$ cat config.mk
export PLATFORM = sky130hd
export DESIGN_NAME = vending_controller
export DESIGN_NICKNAME = d
export VERILOG_FILES = /design/src/rtl/vending_controller.sv
export SDC_FILE = /design/constraint.sdc
export NUM_CORES = 1
export LEC_CHECK = 0
export ABC_AREA = 1
export CORE_MARGIN = 2
export CORE_UTILIZATION = 59
export CTS_BUF_LIST = sky130_fd_sc_hd__clkbuf_4 sky130_fd_sc_hd__clkbuf_8 sky130_fd_sc_hd__clkbuf_16
export CTS_CLUSTER_DIAMETER = 80
export DETAILED_ROUTE_END_ITERATION = 8
export GPL_ROUTABILITY_DRIVEN = 0
export PLACE_DENSITY = 0.8
export RECOVER_POWER = 25
export REMOVE_ABC_BUFFERS = 1
export SKIP_LAST_GASP = 1
export SLEW_MARGIN = 20
export SYNTH_ARGS = -nofsm -noshare
export SYNTH_HDL_FRONTEND = slang
export SYNTH_SLANG_ARGS = --single-unit
$ cat constraint.sdc
create_clock -name clk -period 3.5 [get_ports clk]
set_input_delay 0.7 -clock clk [delete_from_list [all_inputs] [get_ports clk]]
set_output_delay 0.7 -clock clk [all_outputs]
set_load 0.01 [all_outputs]
$ cat src/rtl/vending_controller.sv
// vending_controller: coin-operated vending FSM with per-channel stock,
// credit tracking, refund/timeout payout and restock.
//
// Ports:
//   clk          rising-edge clock
//   clr          synchronous active-high reset
//   coin1/coin2  coin strobes; rising edge adds COIN1_VAL / COIN2_VAL
//   buy          rise = purchase request, fall = end of dispense
//   refund       rise = return all credit
//   select       one-hot product select, sampled on buy rise
//   load         one-hot restock request
//   money        current credit
//   products     one-hot dispense indication (held while vending)
//   outofstock   registered per-channel empty flags
//   change_valid one-cycle payout strobe; change_amt holds the last payout
//   coin_reject  one-cycle pulse when a coin would overflow the credit
//   error        one-cycle pulse on a rejected purchase
module vending_controller #(
  parameter int unsigned NPROD       = 4,
  parameter int unsigned MONEY_W     = 12,
  parameter int unsigned STOCK_W     = 4,
  parameter logic [NPROD*MONEY_W-1:0] PRICES = {12'd200, 12'd150, 12'd75, 12'd25},
  parameter int unsigned COIN1_VAL   = 25,
  parameter int unsigned COIN2_VAL   = 100,
  parameter int unsigned TIMEOUT_CYC = 1000
) (
  input  logic               clk,
  input  logic               clr,
  input  logic               coin1,
  input  logic               coin2,
  input  logic               buy,
  input  logic               refund,
  input  logic [NPROD-1:0]   select,
  input  logic [NPROD-1:0]   load,
  output logic [MONEY_W-1:0] money,
  output logic [NPROD-1:0]   products,
  output logic [NPROD-1:0]   outofstock,
  output logic               change_valid,
  output logic [MONEY_W-1:0] change_amt,
  output logic               coin_reject,
  output logic               error
);

  typedef enum logic [1:0] {IDLE, VEND, CHANGE} state_t;

  localparam logic [MONEY_W:0] C1_VAL = (MONEY_W+1)'(COIN1_VAL);
  localparam logic [MONEY_W:0] C2_VAL = (MONEY_W+1)'(COIN2_VAL);

  state_t             state;
  logic [STOCK_W-1:0] stock [NPROD];
  logic               coin1_prev, coin2_prev, buy_prev, refund_prev;
  logic [31:0]        idle_cnt;

  logic               coin1_rise, coin2_rise, buy_rise, buy_fall, refund_rise;
  logic [MONEY_W:0]   sum1, sum2;
  logic [MONEY_W-1:0] price_sel;
  logic [STOCK_W-1:0] stock_sel;
  logic               buy_ok, load_ok, timeout_hit;

  assign coin1_rise  = coin1  & ~coin1_prev;
  assign coin2_rise  = coin2  & ~coin2_prev;
  assign buy_rise    = buy    & ~buy_prev;
  assign buy_fall    = ~buy   &  buy_prev;
  assign refund_rise = refund & ~refund_prev;

  // One extra bit catches credit overflow.
  assign sum1 = {1'b0, money} + C1_VAL;
  assign sum2 = {1'b0, money} + C2_VAL;

  always_comb begin
    price_sel = '0;
    stock_sel = '0;
    for (int unsigned i = 0; i < NPROD; i++) begin
      if (select[i]) begin
        price_sel = PRICES[i*MONEY_W +: MONEY_W];
        stock_sel = stock[i];
      end
    end
  end

  assign buy_ok      = $onehot(select) && (stock_sel != '0) && (money >= price_sel);
  assign load_ok     = $onehot(load);
  assign timeout_hit = (TIMEOUT_CYC != 0) && ((idle_cnt + 32'd1) >= TIMEOUT_CYC);

  always_ff @(posedge clk) begin
    if (clr) begin
      state        <= IDLE;
      money        <= '0;
      products     <= '0;
      outofstock   <= '0;
      change_valid <= 1'b0;
      change_amt   <= '0;
      coin_reject  <= 1'b0;
      error        <= 1'b0;
      idle_cnt     <= '0;
      // Prev registers reset high so inputs held through reset are not edges.
      coin1_prev   <= 1'b1;
      coin2_prev   <= 1'b1;
      buy_prev     <= 1'b1;
      refund_prev  <= 1'b1;
      for (int unsigned i = 0; i < NPROD; i++) stock[i] <= '1;
    end else begin
      coin1_prev   <= coin1;
      coin2_prev   <= coin2;
      buy_prev     <= buy;
      refund_prev  <= refund;
      coin_reject  <= 1'b0;
      error        <= 1'b0;
      change_valid <= 1'b0;
      idle_cnt     <= '0;
      for (int unsigned i = 0; i < NPROD; i++) outofstock[i] <= (stock[i] == '0);

      if (state == CHANGE) state <= IDLE;

      // Single priority chain: the first present edge consumes the cycle,
      // even when the current state ignores it.
      if (coin1_rise) begin
        if (sum1[MONEY_W]) coin_reject <= 1'b1;
        else               money       <= sum1[MONEY_W-1:0];
      end else if (coin2_rise) begin
        if (sum2[MONEY_W]) coin_reject <= 1'b1;
        else               money       <= sum2[MONEY_W-1:0];
      end else if (buy_rise) begin
        if (state == IDLE) begin
          if (buy_ok) begin
            products <= select;
            money    <= money - price_sel;
            state    <= VEND;
            for (int unsigned i = 0; i < NPROD; i++)
              if (select[i]) stock[i] <= stock[i] - STOCK_W'(1);
          end else begin
            error <= 1'b1;
          end
        end
      end else if (buy_fall) begin
        if (state == VEND) begin
          products <= '0;
          state    <= IDLE;
        end
      end else if (refund_rise) begin
        if (state == IDLE && money != '0) begin
          change_amt   <= money;
          money        <= '0;
          change_valid <= 1'b1;
          state        <= CHANGE;
        end
      end else if (state == IDLE) begin
        if (money != '0 && timeout_hit) begin
          change_amt   <= money;
          money        <= '0;
          change_valid <= 1'b1;
          state        <= CHANGE;
        end else if (load_ok) begin
          for (int unsigned i = 0; i < NPROD; i++)
            if (load[i]) stock[i] <= '1;
        end else if (money != '0) begin
          idle_cnt <= idle_cnt + 32'd1;
        end
      end
    end
  end

endmodule
Word level (Yosys, flattened, before mapping)
Memory sizes are Yosys's and may differ from the RTL's. Cells that the tools add are included.

Bits in registers: 73. Memory bits (writable): 16. Input port bits: 14. Output and inout bits: 35. Memories: 1.

Memories: stock (words 4, width 4, rd ports 4, clocked after memory_dff 0, write ports 4, RTL line 50) `logic [STOCK_W-1:0] stock [NPROD];`.

Add/sub/neg operators: 14. Magnitude comparators: 2. Equality and inequality tests: 13. Muxes and demuxes: 136. Bitwise gates (word level): 24. Reductions and logical operators: 23.

Operators by type and width (count): two-way mux 12 bit (18); two-way mux 1 bit (87); two-way mux 4 bit (17); adder 32 x 1 -> 32 bit (second input constant) (1); >= comparator 32 x 10 -> 1 bit (second input constant) (1); two-way mux 2 bit (12); logical NOT 4 bit (4); subtractor 4 x 1 -> 4 bit (second input constant) (4); adder 12 x 5 -> 13 bit (second input constant) (1); adder 12 x 7 -> 13 bit (second input constant) (1); >= comparator 12 bit (1); nonzero test 12 bit (1); subtractor 12 bit (1); NOT 1 bit (11); OR reduction 10 bit (1); OR reduction 5 bit (2); adder 1 x 1 -> 2 bit (4); inequality test 4 x 3 -> 1 bit (second input constant) (2); OR 1 bit (8); AND reduction 8 bit (1); nonzero test 2 bit (4); nonzero test 4 bit (2); two-way mux 7 bit (1); AND reduction 7 bit (1); 15 further kinds (26).

Depth between registers and ports, before layout
An unclocked memory read counts as a cell.

Depth in word-level cells: 17. Mapped depth: 19. Depth with buffers taken out: 19.

Worst setup path before layout
No wires, ideal clock.

Path type: in2reg. Start: input port select[1]. End: memory stock[2][0], enable pin. Arrival time: 2.944 ns. Setup slack: 0.243 ns. Stages on the path: 13. Buffers on the path: 0. Cell sequence: inv_1 ha_1 nor3_1 ha_1 fa_1 o21ai_0 nand2_1 a21oi_1 nand2_1 nand4_1 nand2_1 nor3_1 nand3b_1.

RTL lines: start, declared (RTL line 33) `input logic [NPROD-1:0] select,`; end, declared (RTL line 50).

Worst setup path in the final report
Start: input port select[2]. End: register money[5].

Cells in the longest elaborated chain, start to end: 8.

RTL lines: two-way mux 12 bit (2 in series) (RTL line 74) `if (select[i]) begin`; subtractor 12 bit (RTL line 127) `money <= money - price_sel;`; two-way mux 12 bit (RTL line 125) `if (buy_ok) begin`; two-way mux 12 bit (RTL line 124) `if (state == IDLE) begin`; two-way mux 12 bit (RTL line 123) `end else if (buy_rise) begin`; two-way mux 12 bit (RTL line 120) `end else if (coin2_rise) begin`; two-way mux 12 bit (RTL line 117) `if (coin1_rise) begin`; end signal, assigned (RTL line 119) `else money <= sum1[MONEY_W-1:0];`; end signal, assigned (RTL line 122) `else money <= sum2[MONEY_W-1:0];`; end signal, assigned (RTL line 127); end, declared (RTL line 35) `output logic [MONEY_W-1:0] money,`.

Parallel ways exist; a longest one is shown, timed or not. The select of a mux whose other input is x is not followed. A chain may end at the register's enable or synchronous reset.

==> results.json <==
{
  "timing.rr.end": "money[5]$_SDFFE_PP0P_",
  "min_delay_path_depth": 2,
  "powerDensity_nw_per_um2": 410,
  "yosysSeqAreaShare_pct": 33.2,
  "cp.arrival_ns": 3.60,
  "cp_max_fo": 7,
  "start_util_pct": 60.7,
  "ys_ff_latch": 89,
  "clock_path_buffers": 2,
  "postSynth.asyncResetShare_pct": 0,
  "hp-start": "change_amt[10]$_SDFFE_PP0P_",
  "timing.setup.tns_ns": 0,
  "worstMarginPinSlew_ns": 1.40,
  "grt_usage_pct": 29.4,
  "status": "finished clean",
  "htreeDepth": 3,
  "die_h_um": 101,
  "cts_buffers": 9,
  "ant_nets": 0,
  "ys_types": 48,
  "startpoint_type": "input port",
  "first_pass_iters": 5,
  "drive_gt1_share_pct": 9.46,
  "cts-root-buf": "clkbuf_8",
  "period_needed_ns": 3.33,
  "viasPerCell": 5.39,
  "rows": 35,
  "rr_worst_depth": 15,
  "synth_top_cell_area_share_pct": 28.9,
  "grt_pass1_wl_um": 24400,
  "drv_slew": 0,
  "postCtsHoldBufs": 0,
  "synth_area_leaders": "dfxtp_1 (29%), nand2_1 (16%), nor2_1 (7.4%)",
  "diodes": 0,
  "slew_headroom_pct": 6.80,
  "syn_avg_cell_area_sq_um": 6.71,
  "crit_type": "input port to flip-flop",
  "rrSetupSlack_ns": 0.52,
  "clk_pin_slew_ns": 0.10,
  "power.leakage_nw": 3.13,
  "drv_cap": 0,
  "die_x_um": 101,
  "area_growth_syn_to_layout_pct": 19.7,
  "clk_latency_ns": 0.37,
  "overflow": 0,
  "drt_drc_violations_left": 0,
  "place_area_sq_um": 6480,
  "grt_max_degree": 29,
  "routed_wl_um": 14700,
  "dp_slack_ns": -0.375,
  "yosysMostFrequentCell": "nand2_1",
  "min_to": "change_amt[10]$_SDFFE_PP0P_",
  "hold_viol_final": 0,
  "final_area_sq_um": 6710,
  "netlist_instances": 836,
  "io_pins": 49,
  "grt_pass1_vias": 5536,
  "ir_drop_mv": 0.334,
  "rsz0062_at_grt": "false",
  "coreArea_sq_um": 9240,
  "yosysWarningCount": 0,
  "skew_ns": 0.0150,
  "via_count": 5772,
  "die_area_sq_um": 10300,
  "antenna_found_initial": 0,
  "min_path_type": "flip-flop to flip-flop",
  "worst_setup_path_end_kind": "flip-flop",
  "place_hpwl_um": 11300,
  "numPortBuffers": 48,
  "cp_data_required_time_ns": 3.77,
  "setup_viol": 0,
  "synth_edf_count": 8,
  "drt_iter0_markers": 350,
  "synth_top_area_cell": "dfxtp_1",
  "instances_no_fill": 1070,
  "fin_nets": 979,
  "power_mw": 2.75,
  "cts_num_sinks": 89,
  "cts_tree": "done",
  "synthTopCellsByCount": "nand2_1 (234), nor2_1 (111), inv_1 (102)",
  "fin_ws_ns": 0.165,
  "fmax_ghz": 0.300,
  "synth_flop_cell": "dfxtp_1",
  "period_share_pct": 95.3,
  "rr_startpoint": "money[0]$_SDFFE_PP0P_",
  "syn_area_sq_um": 5610,
  "wl_per_cell_um": 13.8,
  "dp.cells": 1049
}
routing by layer:
layer  part of all wire (%)  track usage [%]
met5                      0                0
met3                    6.0             4.49
met1                     41             34.7
met2                     51             53.1
met4                    2.8             12.0
power by group:
group	internal (mW)	leakage (nW)	switching, mW
sequential	1.09	0.720	0.104
clock	0.262	0.0799	0.404
combinational	0.368	2.33	0.524
worst max-delay path by stage:
stage | startpoint | to | slack (ns) | cells past startpoint
after floorplan | select[1] | stock[2][0]$_SDFFCE_PN1P_ | 0.25 | 13
after global placement | select[0] | money[3]$_SDFFE_PP0P_ | -0.20 | 17
after detailed placement | select[1] | money[3]$_SDFFE_PP0P_ | -0.37 | 17
after CTS | select[1] | money[3]$_SDFFE_PP0P_ | 0.05 | 17
after global routing | select[2] | money[1]$_SDFFE_PP0P_ | 0.01 | 17
final | select[2] | money[5]$_SDFFE_PP0P_ | 0.17 | 16
per-stage QoR:
step	hold WS (ns)	utilization (%)
finish	0.465	72.6
global route	0.482	72.6
CTS	0.464	72.0
detailed placement	0.449	70.1
global placement	0.443	70.1
floorplan	0.412	-
logic make-up after synthesis:
family                     share of synthesized area [%]
AOI/OAI and AO/OA                                   10.2
and+or+nand+nor                                     38.4
other                                             0.0669
adders and majority gates                           6.87
xor gates and xnor gates                            2.50
DFF                                                 33.2
buffers and inverters                               8.79
worst max-delay path, cell delays in order:
cell	delay [ns]
clkdlybuf4s50_1	0.50
o21ai_0	0.28
inv_1	0.11
fa_1	0.44
o21ai_1	0.20
nand2_1	0.10
a21oi_2	0.16
nand2_1	0.09
nand4_1	0.11
nand2_2	0.10
buf_6	0.14
a21oi_4	0.25
nand2_4	0.11
buf_6	0.16
nor2_1	0.10
nor2_1	0.06
registers in the layout, summed over array words and instances, names as in the netlist:
register,count
change_valid,1
products,4
stock,16
coin1_prev,1
outofstock,4
change_amt,12
coin_reject,1
money,12
idle_cnt,32
error,1
coin2_prev,1
state,2
refund_prev,1
buy_prev,1
placed cells by master, fill, tap and decap left out, drive strengths merged, types with 2 or more instances in the layout:
cell	n
nand2	243
nor2	122
inv	106
dfxtp	81
nand3	59
a21oi	52
buf	35
nand4	26
ha	26
clkdlybuf4s50	25
o21ai	25
conb	22
dlygate4sd3	20
xor2	13
nand3b	11
clkbuf	10
nor3	9
edfxtp	8
o21bai	5
o211ai	4
or2	3
a31oi	3
nor4	3
o22ai	3
xnor2	3
fa	3
clkinvlp	3
dlymetal6s2s	3
nor3b	2
o31ai	2
clkinv	2
cell type report:
type / instances / area (sq um)
Multi-Input combinational cell: 648 / 3360
Fill cell: 769 / 2530
Sequential cell: 89 / 1860
Timing Repair Buffer: 84 / 766
Inverter: 104 / 390
Tap cell: 129 / 161
Clock buffer: 9 / 124
Clock inverter: 7 / 52.6
timing repair:
item,CTS,global route
cloned,0,1
resized for setup,1,16
pin swaps,0,5
setup endpoints to repair,2,35
setup buffers,0,4
No activity file was read; power rests on OpenSTA's default activity.
